File: src/rtl/tilt_pkg.sv
// Shared types, default geometry and the saturating position helper for the tilt motion controller.
package tilt_pkg;

    typedef enum logic [1:0] {
        ST_IDLE,
        ST_FILTER,
        ST_MOVE_X,
        ST_MOVE_Y
    } state_e;

    localparam int SCREEN_W_DEF   = 640;
    localparam int SCREEN_H_DEF   = 480;
    localparam int OBJ_SIZE_DEF   = 16;
    localparam int DEADZONE_DEF   = 2;
    localparam int STABLE_CYC_DEF = 4;

    localparam int CENTRE_X_DEF = (SCREEN_W_DEF - OBJ_SIZE_DEF) / 2;
    localparam int CENTRE_Y_DEF = (SCREEN_H_DEF - OBJ_SIZE_DEF) / 2;

    function automatic logic [9:0] centre(input int scr, input int obj);
        return 10'((scr - obj) / 2);
    endfunction

    // Add a signed step in 11-bit signed arithmetic, clamp to [0, hi].
    function automatic logic [9:0] sat_add(input logic [9:0] pos,
                                           input logic signed [5:0] step,
                                           input logic [9:0] hi);
        logic signed [10:0] s;
        s = $signed({1'b0, pos}) + $signed({{5{step[5]}}, step});
        if (s < 0) begin
            return '0;
        end else if (s > $signed({1'b0, hi})) begin
            return hi;
        end
        return s[9:0];
    endfunction

endpackage

File: src/rtl/tilt_motion_ctrl_if.sv
// Tilt input / object position bundle between the sensor + VGA stages and the motion controller.
interface tilt_motion_ctrl_if;
    logic [14:0] acl_data;
    logic        vsync;
    logic [9:0]  pos_x;
    logic [9:0]  pos_y;
    logic        pos_upd;
    logic        moving;
    logic [3:0]  at_edge;

    modport master (
        output acl_data, vsync,
        input  pos_x, pos_y, pos_upd, moving, at_edge
    );

    modport slave (
        input  acl_data, vsync,
        output pos_x, pos_y, pos_upd, moving, at_edge
    );
endinterface

File: src/rtl/tilt_axis_filter.sv
// One tilt axis: optional 4-deep moving average (TILT_FILTER_EN), deadzone, signed step.
// Filter state advances only on push_i; step_o is valid from the cycle after push_i.
module tilt_axis_filter
    import tilt_pkg::*;
#(
    parameter int DEADZONE = DEADZONE_DEF
) (
    input  logic              clk_i,
    input  logic              rst_i,
    input  logic              push_i,
    input  logic signed [4:0] tilt_i,
    output logic signed [5:0] step_o
);

    localparam logic signed [5:0] DZ = 6'(DEADZONE);

    logic signed [4:0] t;
    logic signed [5:0] t_ext;
    logic signed [5:0] mag;

`ifdef TILT_FILTER_EN
    logic signed [4:0] hist_q [4];
    logic signed [6:0] sum;

    function automatic logic signed [6:0] sx7(input logic signed [4:0] v);
        return {{2{v[4]}}, v};
    endfunction

    always_ff @(posedge clk_i) begin
        if (rst_i) begin
            for (int i = 0; i < 4; i++) hist_q[i] <= '0;
        end else if (push_i) begin
            hist_q[0] <= tilt_i;
            hist_q[1] <= hist_q[0];
            hist_q[2] <= hist_q[1];
            hist_q[3] <= hist_q[2];
        end
    end

    always_comb begin
        sum = sx7(hist_q[0]) + sx7(hist_q[1]) + sx7(hist_q[2]) + sx7(hist_q[3]);
        t   = 5'(sum >>> 2);
    end
`else
    logic signed [4:0] t_q;

    always_ff @(posedge clk_i) begin
        if (rst_i) begin
            t_q <= '0;
        end else if (push_i) begin
            t_q <= tilt_i;
        end
    end

    always_comb t = t_q;
`endif

    always_comb begin
        t_ext  = {t[4], t};
        mag    = t_ext[5] ? -t_ext : t_ext;
        step_o = '0;
        if (mag > DZ) begin
            step_o = t_ext[5] ? (DZ - mag) : (mag - DZ);
        end
    end

endmodule

File: src/rtl/tilt_motion_ctrl.sv
// Moves a square object once per frame by accelerometer tilt; outputs update 4 edges after vsync falls.
// Optional history averaging via TILT_FILTER_EN; no backpressure, pos_upd is a one-cycle strobe.
module tilt_motion_ctrl
    import tilt_pkg::*;
#(
    parameter int SCREEN_W   = SCREEN_W_DEF,
    parameter int SCREEN_H   = SCREEN_H_DEF,
    parameter int OBJ_SIZE   = OBJ_SIZE_DEF,
    parameter int DEADZONE   = DEADZONE_DEF,
    parameter int STABLE_CYC = STABLE_CYC_DEF
) (
    input  logic              CLK100MHZ,
    input  logic              reset,
    tilt_motion_ctrl_if.slave bus
);

    localparam logic [9:0] MAX_X = 10'(SCREEN_W - OBJ_SIZE);
    localparam logic [9:0] MAX_Y = 10'(SCREEN_H - OBJ_SIZE);
    localparam logic [9:0] RST_X = centre(SCREEN_W, OBJ_SIZE);
    localparam logic [9:0] RST_Y = centre(SCREEN_H, OBJ_SIZE);
    localparam logic [7:0] STAB  = 8'(STABLE_CYC);

    logic [14:0] acl_s1_q, acl_s2_q, acl_hold_q, tilt_q;
    logic [7:0]  stab_cnt_q, stab_cnt_d;
    logic        tilt_ld;
    logic        vsync_q;
    logic        frame_evt;
    state_e      state_q, state_d;
    logic        push;

    logic signed [5:0] step_x, step_y;
    logic [9:0]  nx_q, ny;
    logic        mov_x_q;
    logic [9:0]  pos_x_q, pos_y_q;
    logic        pos_upd_q, moving_q;
    logic [3:0]  at_edge_q;
    logic        unused_z;

    assign unused_z = ^tilt_q[4:0];

    // Stability count includes the current sample; a change restarts it at one.
    always_comb begin
        stab_cnt_d = 8'd1;
        if (acl_s2_q == acl_hold_q) begin
            stab_cnt_d = (stab_cnt_q >= STAB) ? STAB : stab_cnt_q + 8'd1;
        end
        tilt_ld = (stab_cnt_d >= STAB);
    end

    assign frame_evt = vsync_q & ~bus.vsync;

    always_comb begin
        state_d = state_q;
        push    = 1'b0;
        case (state_q)
            ST_IDLE:   if (frame_evt) state_d = ST_FILTER;
            ST_FILTER: begin
                push    = 1'b1;
                state_d = ST_MOVE_X;
            end
            ST_MOVE_X: state_d = ST_MOVE_Y;
            ST_MOVE_Y: state_d = ST_IDLE;
            default:   state_d = ST_IDLE;
        endcase
    end

    tilt_axis_filter #(.DEADZONE(DEADZONE)) u_filt_x (
        .clk_i  (CLK100MHZ),
        .rst_i  (reset),
        .push_i (push),
        .tilt_i (tilt_q[14:10]),
        .step_o (step_x)
    );

    tilt_axis_filter #(.DEADZONE(DEADZONE)) u_filt_y (
        .clk_i  (CLK100MHZ),
        .rst_i  (reset),
        .push_i (push),
        .tilt_i (tilt_q[9:5]),
        .step_o (step_y)
    );

    assign ny = sat_add(pos_y_q, step_y, MAX_Y);

    always_ff @(posedge CLK100MHZ) begin
        if (reset) begin
            acl_s1_q   <= '0;
            acl_s2_q   <= '0;
            acl_hold_q <= '0;
            stab_cnt_q <= '0;
            tilt_q     <= '0;
            vsync_q    <= 1'b0;
            state_q    <= ST_IDLE;
            nx_q       <= RST_X;
            mov_x_q    <= 1'b0;
            pos_x_q    <= RST_X;
            pos_y_q    <= RST_Y;
            pos_upd_q  <= 1'b0;
            moving_q   <= 1'b0;
            at_edge_q  <= '0;
        end else begin
            acl_s1_q   <= bus.acl_data;
            acl_s2_q   <= acl_s1_q;
            acl_hold_q <= acl_s2_q;
            stab_cnt_q <= stab_cnt_d;
            if (tilt_ld) tilt_q <= acl_s2_q;
            vsync_q    <= bus.vsync;
            state_q    <= state_d;
            pos_upd_q  <= 1'b0;
            if (state_q == ST_MOVE_X) begin
                nx_q    <= sat_add(pos_x_q, step_x, MAX_X);
                mov_x_q <= (step_x != 0);
            end
            if (state_q == ST_MOVE_Y) begin
                pos_x_q   <= nx_q;
                pos_y_q   <= ny;
                moving_q  <= mov_x_q | (step_y != 0);
                at_edge_q <= {nx_q == 10'd0, nx_q == MAX_X, ny == 10'd0, ny == MAX_Y};
                pos_upd_q <= 1'b1;
            end
        end
    end

    assign bus.pos_x   = pos_x_q;
    assign bus.pos_y   = pos_y_q;
    assign bus.pos_upd = pos_upd_q;
    assign bus.moving  = moving_q;
    assign bus.at_edge = at_edge_q;

endmodule
File: src/flat_wrapper.sv
// flat-port wrapper written by rule: the top's interface ports become plain ports
module tilt_motion_ctrl_flat import tilt_pkg::*;
#(
    parameter int SCREEN_W   = SCREEN_W_DEF,
    parameter int SCREEN_H   = SCREEN_H_DEF,
    parameter int OBJ_SIZE   = OBJ_SIZE_DEF,
    parameter int DEADZONE   = DEADZONE_DEF,
    parameter int STABLE_CYC = STABLE_CYC_DEF
)
  (CLK100MHZ, reset, bus_acl_data, bus_vsync, bus_pos_x, bus_pos_y, bus_pos_upd, bus_moving, bus_at_edge);
  tilt_motion_ctrl_if bus_i ();
  input  logic CLK100MHZ;
  input  logic reset;
  input wire logic [$bits(bus_i.acl_data)-1:0] bus_acl_data;
  input wire logic [$bits(bus_i.vsync)-1:0] bus_vsync;
  output wire logic [$bits(bus_i.pos_x)-1:0] bus_pos_x;
  output wire logic [$bits(bus_i.pos_y)-1:0] bus_pos_y;
  output wire logic [$bits(bus_i.pos_upd)-1:0] bus_pos_upd;
  output wire logic [$bits(bus_i.moving)-1:0] bus_moving;
  output wire logic [$bits(bus_i.at_edge)-1:0] bus_at_edge;
  assign bus_i.acl_data = bus_acl_data;
  assign bus_i.vsync = bus_vsync;
  assign bus_pos_x = bus_i.pos_x;
  assign bus_pos_y = bus_i.pos_y;
  assign bus_pos_upd = bus_i.pos_upd;
  assign bus_moving = bus_i.moving;
  assign bus_at_edge = bus_i.at_edge;
  tilt_motion_ctrl #(.SCREEN_W(SCREEN_W), .SCREEN_H(SCREEN_H), .OBJ_SIZE(OBJ_SIZE), .DEADZONE(DEADZONE), .STABLE_CYC(STABLE_CYC)) u_core (.CLK100MHZ(CLK100MHZ), .reset(reset), .bus(bus_i));
endmodule
File: config.mk
export PLATFORM = sky130hd
export DESIGN_NAME = tilt_motion_ctrl_flat
export DESIGN_NICKNAME = d
export VERILOG_FILES = /design/src/rtl/tilt_pkg.sv /design/src/rtl/tilt_motion_ctrl_if.sv /design/src/rtl/tilt_axis_filter.sv /design/src/rtl/tilt_motion_ctrl.sv /design/src/flat_wrapper.sv
export SDC_FILE = /design/constraint.sdc
export NUM_CORES = 1
export LEC_CHECK = 0
export CORE_MARGIN = 1.5
export CORE_UTILIZATION = 52
export CTS_CLUSTER_SIZE = 28
export DETAILED_ROUTE_END_ITERATION = 7
export HOLD_SLACK_MARGIN = 0.05
export PLACE_DENSITY = 0.75
export SYNTH_ARGS = -nofsm -noshare
export SYNTH_HDL_FRONTEND = slang
export SYNTH_SLANG_ARGS = --single-unit
File: constraint.sdc
create_clock -name CLK100MHZ -period 4.1 [get_ports CLK100MHZ]
set_input_delay 1.025 -clock CLK100MHZ [delete_from_list [all_inputs] [get_ports CLK100MHZ]]
set_output_delay 1.025 -clock CLK100MHZ [all_outputs]
set_load 0.005 [all_outputs]
==> Yosys cells after proc, flatten, opt, wreduce, memory -nomap -nowiden <==
Cells that the tools add are included.
Widths: inputs -> output; s select.
{ "word_totals": {"wordCells": 72, "input_bits": 18, "output_inout_bits": 26, "regBits": 118} }
{ "op_classes": {"n_eq_ne": 7, "n_lt_le_gt_ge": 8, "reduce_logical": 5, "muxes": 24, "add_sub_neg": 9, "bitwise": 3} }
{ "ops": {"columns": ["operator", "n"], "rows": [
  ["$reduce_bool 32->1", 2],
  ["$mux 10", 6],
  ["$mux 6", 6],
  ["$add 11x6->11", 2],
  ["$lt 11x1->1 const B", 2],
  ["$logic_not 10->1", 2],
  ["$ge 8x3->1 const B", 2],
  ["$mux 8", 2],
  ["$eq 15x15->1", 1],
  ["$gt 6x3->1 const B", 2],
  ["$neg 5->6", 2],
  ["$sub 3x6->6 const A", 2],
  ["$sub 6x3->6 const B", 2],
  ["$gt 11x10->1 const B", 1],
  ["$gt 11x11->1 const B", 1],
  ["$eq 10x10->1 const B", 1],
  ["$eq 10x9->1 const B", 1],
  ["$add 8x1->8 const B", 1],
  ["$mux 1", 8],
  ["$pmux 2 s4", 1],
  ["$eq 2x2->1 const B", 2],
  ["$eq 2x1->1 const B", 1],
  ["$logic_not 2->1", 1],
  ["$mux 2", 1],
  ["4 further kinds", 4]
]} }

==> Logic depth before layout (Yosys ltp) <==
{ "logic_depth": {"depth_word": 12, "depth_mapped": 24, "depth_no_buf": 22} }

==> Modules after synthesis <==
From an unflattened synthesis, not the netlist that was laid out.
{ "hier_totals": {"cells_unflattened": 640, "hier_area_um2": 5910.7} }
{ "by_module_without_submodules": {"columns": ["module", "area_per_inst_um2", "cells_per_inst", "seq_area_each_um2", "instances"], "rows": [
  ["tilt_motion_ctrl", 4752.1, 490, 2062.0, 1],
  ["tilt_axis_filter", 579.3, 75, 100.1, 2]
]} }

==> Least setup slack after synthesis <==
No wires, ideal clock.
{ "synth_timing": {"kind": "register -> register", "start": "register u_core.u_filt_y.t_q[0], in the netlist u_core.u_filt_y.t[0]", "end": "register u_core.pos_y_q[8], in the netlist u_core.bus.pos_y[8]", "setup_time_ps": 75, "path_stages_with_launch": 23, "setup_slack_ps": -293, "t_arrival_ps": 4318, "synth_period_minus_slack_ps": 4393, "path_buffers": 1, "required_ps": 4025, "path_cell_list": "dfxtp_1 > inv_1 > ha_1 > nand2b_1 > xor2_1 > ha_1 > or4_1 > a21oi_1 > o21ai_0 > o21ai_0 > xnor2_1 > nor2_1 > ha_1 > o21ai_0 > o21bai_1 > a21oi_1 > nor3b_1 > a22oi_1 > xor2_1 > o31a_4 > buf_8 > a2bb2oi_2 > a31oi_1"} }
{ "synth_via": {"elab_chain_cells": 10, "word_cells_on_any_way": 14, "cone_classes": "add/sub (4); order compare (3); mux (7)"} }
{ "synth_rtl": {"columns": ["element", "line", "rtl"], "rows": [
  ["start, declared", "tilt_axis_filter.sv:45", "logic signed [4:0] t_q;"],
  ["start signal, assigned", "tilt_axis_filter.sv:51", "t_q <= tilt_i;"],
  ["$neg 5->6", "tilt_axis_filter.sv:60", "mag = t_ext[5] ? -t_ext : t_ext;"],
  ["$mux 6 *", "tilt_axis_filter.sv:60", null],
  ["$sub 6x3->6 / $sub 3x6->6 (equally long branches)", "tilt_axis_filter.sv:63", "step_o = t_ext[5] ? (DZ - mag) : (mag - DZ);"],
  ["$mux 6", "tilt_axis_filter.sv:63", null],
  ["$mux 6 *", "tilt_axis_filter.sv:62", "if (mag > DZ) begin"],
  ["$add 11x6->11 *", "tilt_pkg.sv:29", "s = $signed({1'b0, pos}) + $signed({{5{step[5]}}, step});"],
  ["$gt 11x10->1", "tilt_pkg.sv:32", "end else if (s > $signed({1'b0, hi})) begin"],
  ["$mux 1", "tilt_pkg.sv:32", null],
  ["$mux 1", "tilt_pkg.sv:30", "if (s < 0) begin"],
  ["$mux 10 *", "tilt_pkg.sv:35", "return s[9:0];"],
  ["end signal, assigned", "tilt_motion_ctrl.sv:116", "pos_y_q <= ny;"],
  ["end, declared", "tilt_motion_ctrl.sv:34", "logic [9:0] pos_x_q, pos_y_q;"]
]} }
Every way passes the cells marked *; elsewhere a longest branch is shown, timed or not.
A chain may end at the register's enable or synchronous reset.

==> Worst setup path after layout <==
{ "layout_timing": {"start": "register u_core.u_filt_y.t_q[1], in the netlist u_core.u_filt_y.t[1]", "end": "register u_core.pos_y_q[8], in the netlist u_core.bus.pos_y[8]"} }
The elaborated chain is that of the path after synthesis.

==> results.cfg <==
[run_status]
status = finished, violations left
violations = negative setup slack

[timing]
drv_slew = 0
finalSetupViolations = 5
finalHoldViolations = 0
clock-skew-final_ns = 0.00867
fin_crit_ns = 4.13
period_share = 1.01
fmax_ghz = 0.242
grt_setup_unrepaired = yes
fin_setup_tns_ns = -0.0960
worst_slew_pin_slew_ns = 1.26
slew-limit-headroom = 0.156
timing.final.ws_setup_ns = -0.0262

[detailed_routing]
wl_per_cell_um = 14.9
drc = 0
wirelength_um = 12300
detail_route.first_pass.iterations = 4
dr.first_iter.drc_count = 169
vias = 4429
vias_per_cell = 5.35
ant_nets = 0

[power]
powerDensity_mw_per_mm2 = 411
ir_drop_uv = 245
power.leakage_nw = 2.80

[placed_design]
io_buffers = 43
hpwl_um = 8320
place.gp.congestion = 0.878
place_area_mm2 = 0.00631

[synthesis]
syn-instance-count = 599
yosys_warnings = 0
synth_edf_count = 0
ys_types = 78
synth_seq_cells = 113
ys_seq_area_frac = 0.407
synth-async-reset-ratio = 0
syn_area_mm2 = 0.00556
synth_ff_type = dfxtp_1
syn-mean-instance-area_um2 = 9.28

[worst_hold_path]
hp-class = reg -> reg
min_to = u_core.acl_s2_q[12]
min_from = u_core.acl_s1_q[12]
hold_depth = 1

[worst_setup_path]
required_ns = 4.52
crit_type = reg -> reg
rr_startpoint = u_core.u_filt_y.t[1]
regToRegSetupSlack_ns = -0.03
cp_max_fo = 6
cp.arrival_ns = 4.55
r2r.worst_path.cells = 21
cp_cell_sequence = inv_2 > ha_4 > nand2b_4 > xor2_4 > ha_4 > or4_4 > a21oi_2 > o21ai_1 > o21ai_1 > xnor2_1 > nor2_1 > ha_1 > o21ai_1 > o21bai_1 > a21oi_2 > nor3b_2 > a22oi_2 > xor2_2 > o31a_4 > a2bb2oi_2 > a31oi_1
worst_path_most_repeated_cell = o21ai_1
critPathMaxStageDelay_ns = 0.48
r2r-end = u_core.bus.pos_y[8]
cp-start-kind = register
end_kind = register
critPathSlowestCell = or4_4

[clock_network]
clkSinkCount = 113
path_clk_slew_ns = 0.06
ctsHtreeMaxLevel = 4
root_buffer = clkbuf_8
clock_latency_ns = 0.51
cts_tree = yes
cts-hold-fix-buffers = 0
clk_path_buf_depth = 2
cts_buffers = 17

[global_route]
track_usage = 0.219
antenna_found_initial = 0
grt_max_degree = 71
grt_pass1_vias = 4307
grt_overflow = 0
grt_pass1_wl_um = 19900

[die]
die_w_um = 106
initial_utilization = 0.536
core_mm2 = 0.0104
die_h_um = 106
ios = 44
die_area_mm2 = 0.0113
rows = 37

[final_layout]
post-route-util = 0.686
num-nets-final = 733
fin_area_mm2 = 0.00711
area_growth_pct = 27.9
antenna_cells = 0
drive_gt1_frac = 0.199

[run]
cap_viol_max_count = 0
## synthesized netlist by cell type, drive strengths merged, types with 3 or more instances
cell / count / area share
dfxtp: 113 / 0.41
nor2: 61 / 0.041
nor2b: 53 / 0.060
ha: 34 / 0.076
mux2i: 32 / 0.058
nand2: 32 / 0.022
xnor2: 32 / 0.050
a21oi: 29 / 0.030
inv: 27 / 0.018
o21ai: 27 / 0.025
clkbuf: 16 / 0.011
nor3: 13 / 0.012
buf: 11 / 0.013
a31oi: 8 / 0.0090
nand3: 8 / 0.0099
nor4: 8 / 0.010
nand2b: 6 / 0.0072
nand4: 6 / 0.0067
or4: 6 / 0.0081
xor2: 6 / 0.0094
a211oi: 5 / 0.0076
o21bai: 5 / 0.0067
a22o: 4 / 0.0063
a21o: 3 / 0.0040
a22oi: 3 / 0.0049
o211ai: 3 / 0.0049
o31a: 3 / 0.0063
o31ai: 3 / 0.0040
or2: 3 / 0.0034
## cell type report
| type | count | area [um^2] |
|---|---|---|
| multi-input combinational | 435 | 3280 |
| fill | 820 | 3260 |
| sequential | 113 | 2270 |
| timing repair buffer | 83 | 733 |
| clock buffer | 21 | 449 |
| tap | 136 | 170 |
| inverter | 29 | 109 |
| clock inverter | 11 | 105 |
## where the power goes
part / total [W] / switching, W / internal, W
Sequential: 0.00119 / 0.0000450 / 0.00115
Clock: 0.00136 / 0.000521 / 0.000838
Combinational: 0.000373 / 0.000201 / 0.000172
Total: 0.00293 / 0.000766 / 0.00216
## sequential cells by signal, indices dropped and copies added, names as in the netlist
register	cells
u_core.state_q	2
u_core.tilt_q	10
u_core.vsync_q	1
u_core.mov_x_q	1
u_core.nx_q	10
u_core.bus.at_edge	4
u_core.acl_s1_q	15
u_core.acl_s2_q	15
u_core.bus.pos_x	10
u_core.bus.pos_y	10
u_core.u_filt_y.t	5
u_core.acl_hold_q	15
u_core.bus.moving	1
u_core.stab_cnt_q	8
u_core.bus.pos_upd	1
u_core.u_filt_x.t	5
## metal layers
metal / vias up / GRT usage / wire [um]
li1: 2242 / - / -
met1: 2069 / 0.277 / 5630
met2: 94 / 0.367 / 6000
met3: 24 / 0.0490 / 430
met4: 0 / 0.0800 / 244
met5: - / 0 / 0
## timing repair
action / 4_1_cts / 5_1_grt
endpoints found under the setup margin: 18 / 21
gates cloned: 1 / 0
resized for setup: 17 / 36
pin swaps: 17 / 25
buffers inserted: 3 / 5
## worst max-delay path, delay by kind of cell (launching register included)
kind                       cells  cell delay (ns)
DFF                            1             0.34
adders and majority gates      3             0.65
and+or+nand+nor                4             0.95
AOI/OAI and AO/OA             10             1.56
buffers and inverters          1             0.05
xor gates and xnor gates       3             0.49
## worst max-delay path by stage
stage / startpoint / endpoint / depth (start not counted)
2_1_floorplan: u_core.u_filt_x.t[4] / u_core.nx_q[3] / 20
4_1_cts: u_core.u_filt_y.t[0] / u_core.bus.at_edge[0] / 22
3_3_place_gp: u_core.u_filt_y.t[0] / u_core.bus.at_edge[1] / 22
5_1_grt: u_core.u_filt_y.t[1] / u_core.bus.pos_y[8] / 21
6_report: u_core.u_filt_y.t[1] / u_core.bus.pos_y[8] / 21
3_5_place_dp: u_core.u_filt_y.t[1] / u_core.bus.at_edge[1] / 22
## logic make-up after synthesis
| group | count (synthesis) | share of synthesized area |
|---|---|---|
| other cells | 1 | 0.000674 |
| fa+ha+maj | 36 | 0.0837 |
| buf+inv | 56 | 0.0436 |
| mux | 32 | 0.0576 |
| xor+xnor | 39 | 0.0639 |
| simple gates | 208 | 0.199 |
| flops | 113 | 0.407 |
| compound gates | 114 | 0.145 |
## stage by stage
stage / power [W] / cells / setup WS [ns] / hold slack (ns)
6_report: 0.00293 / 828 / -0.0262 / 0.433
5_1_grt: 0.00304 / 828 / -0.225 / 0.453
4_1_cts: 0.00293 / 823 / 0.00594 / 0.438
3_5_place_dp: 0.00157 / 787 / -0.167 / 0.427
3_3_place_gp: 0.00156 / 787 / 0.0138 / 0.417
2_1_floorplan: 0.00146 / 603 / 0.0115 / 0.414
## cell usage in the layout (no fill, tap or decap), drive strengths merged, types with 4 or more instances in the layout
cell           synthesis  final
clkinv                 2      5
nand3                  8      8
clkdlybuf4s50          0     42
a22o                   4      4
nor4                   8      8
nor2                  61     61
buf                   11     41
xnor2                 32     32
nand4                  6      6
o21bai                 5      5
xor2                   6      6
clkbuf                16     21
dfxtp                113    113
ha                    34     34
clkinvlp               0      4
mux2i                 32     32
o21ai                 27     27
o31a                   3      4
conb                   1      5
nor3                  13     13
nand2                 32     32
a211oi                 5      5
nand2b                 6      6
or4                    6      6
nor2b                 53     53
a21oi                 29     29
a31oi                  8      8
inv                   27     30
(Power assumes the default switching activity.)
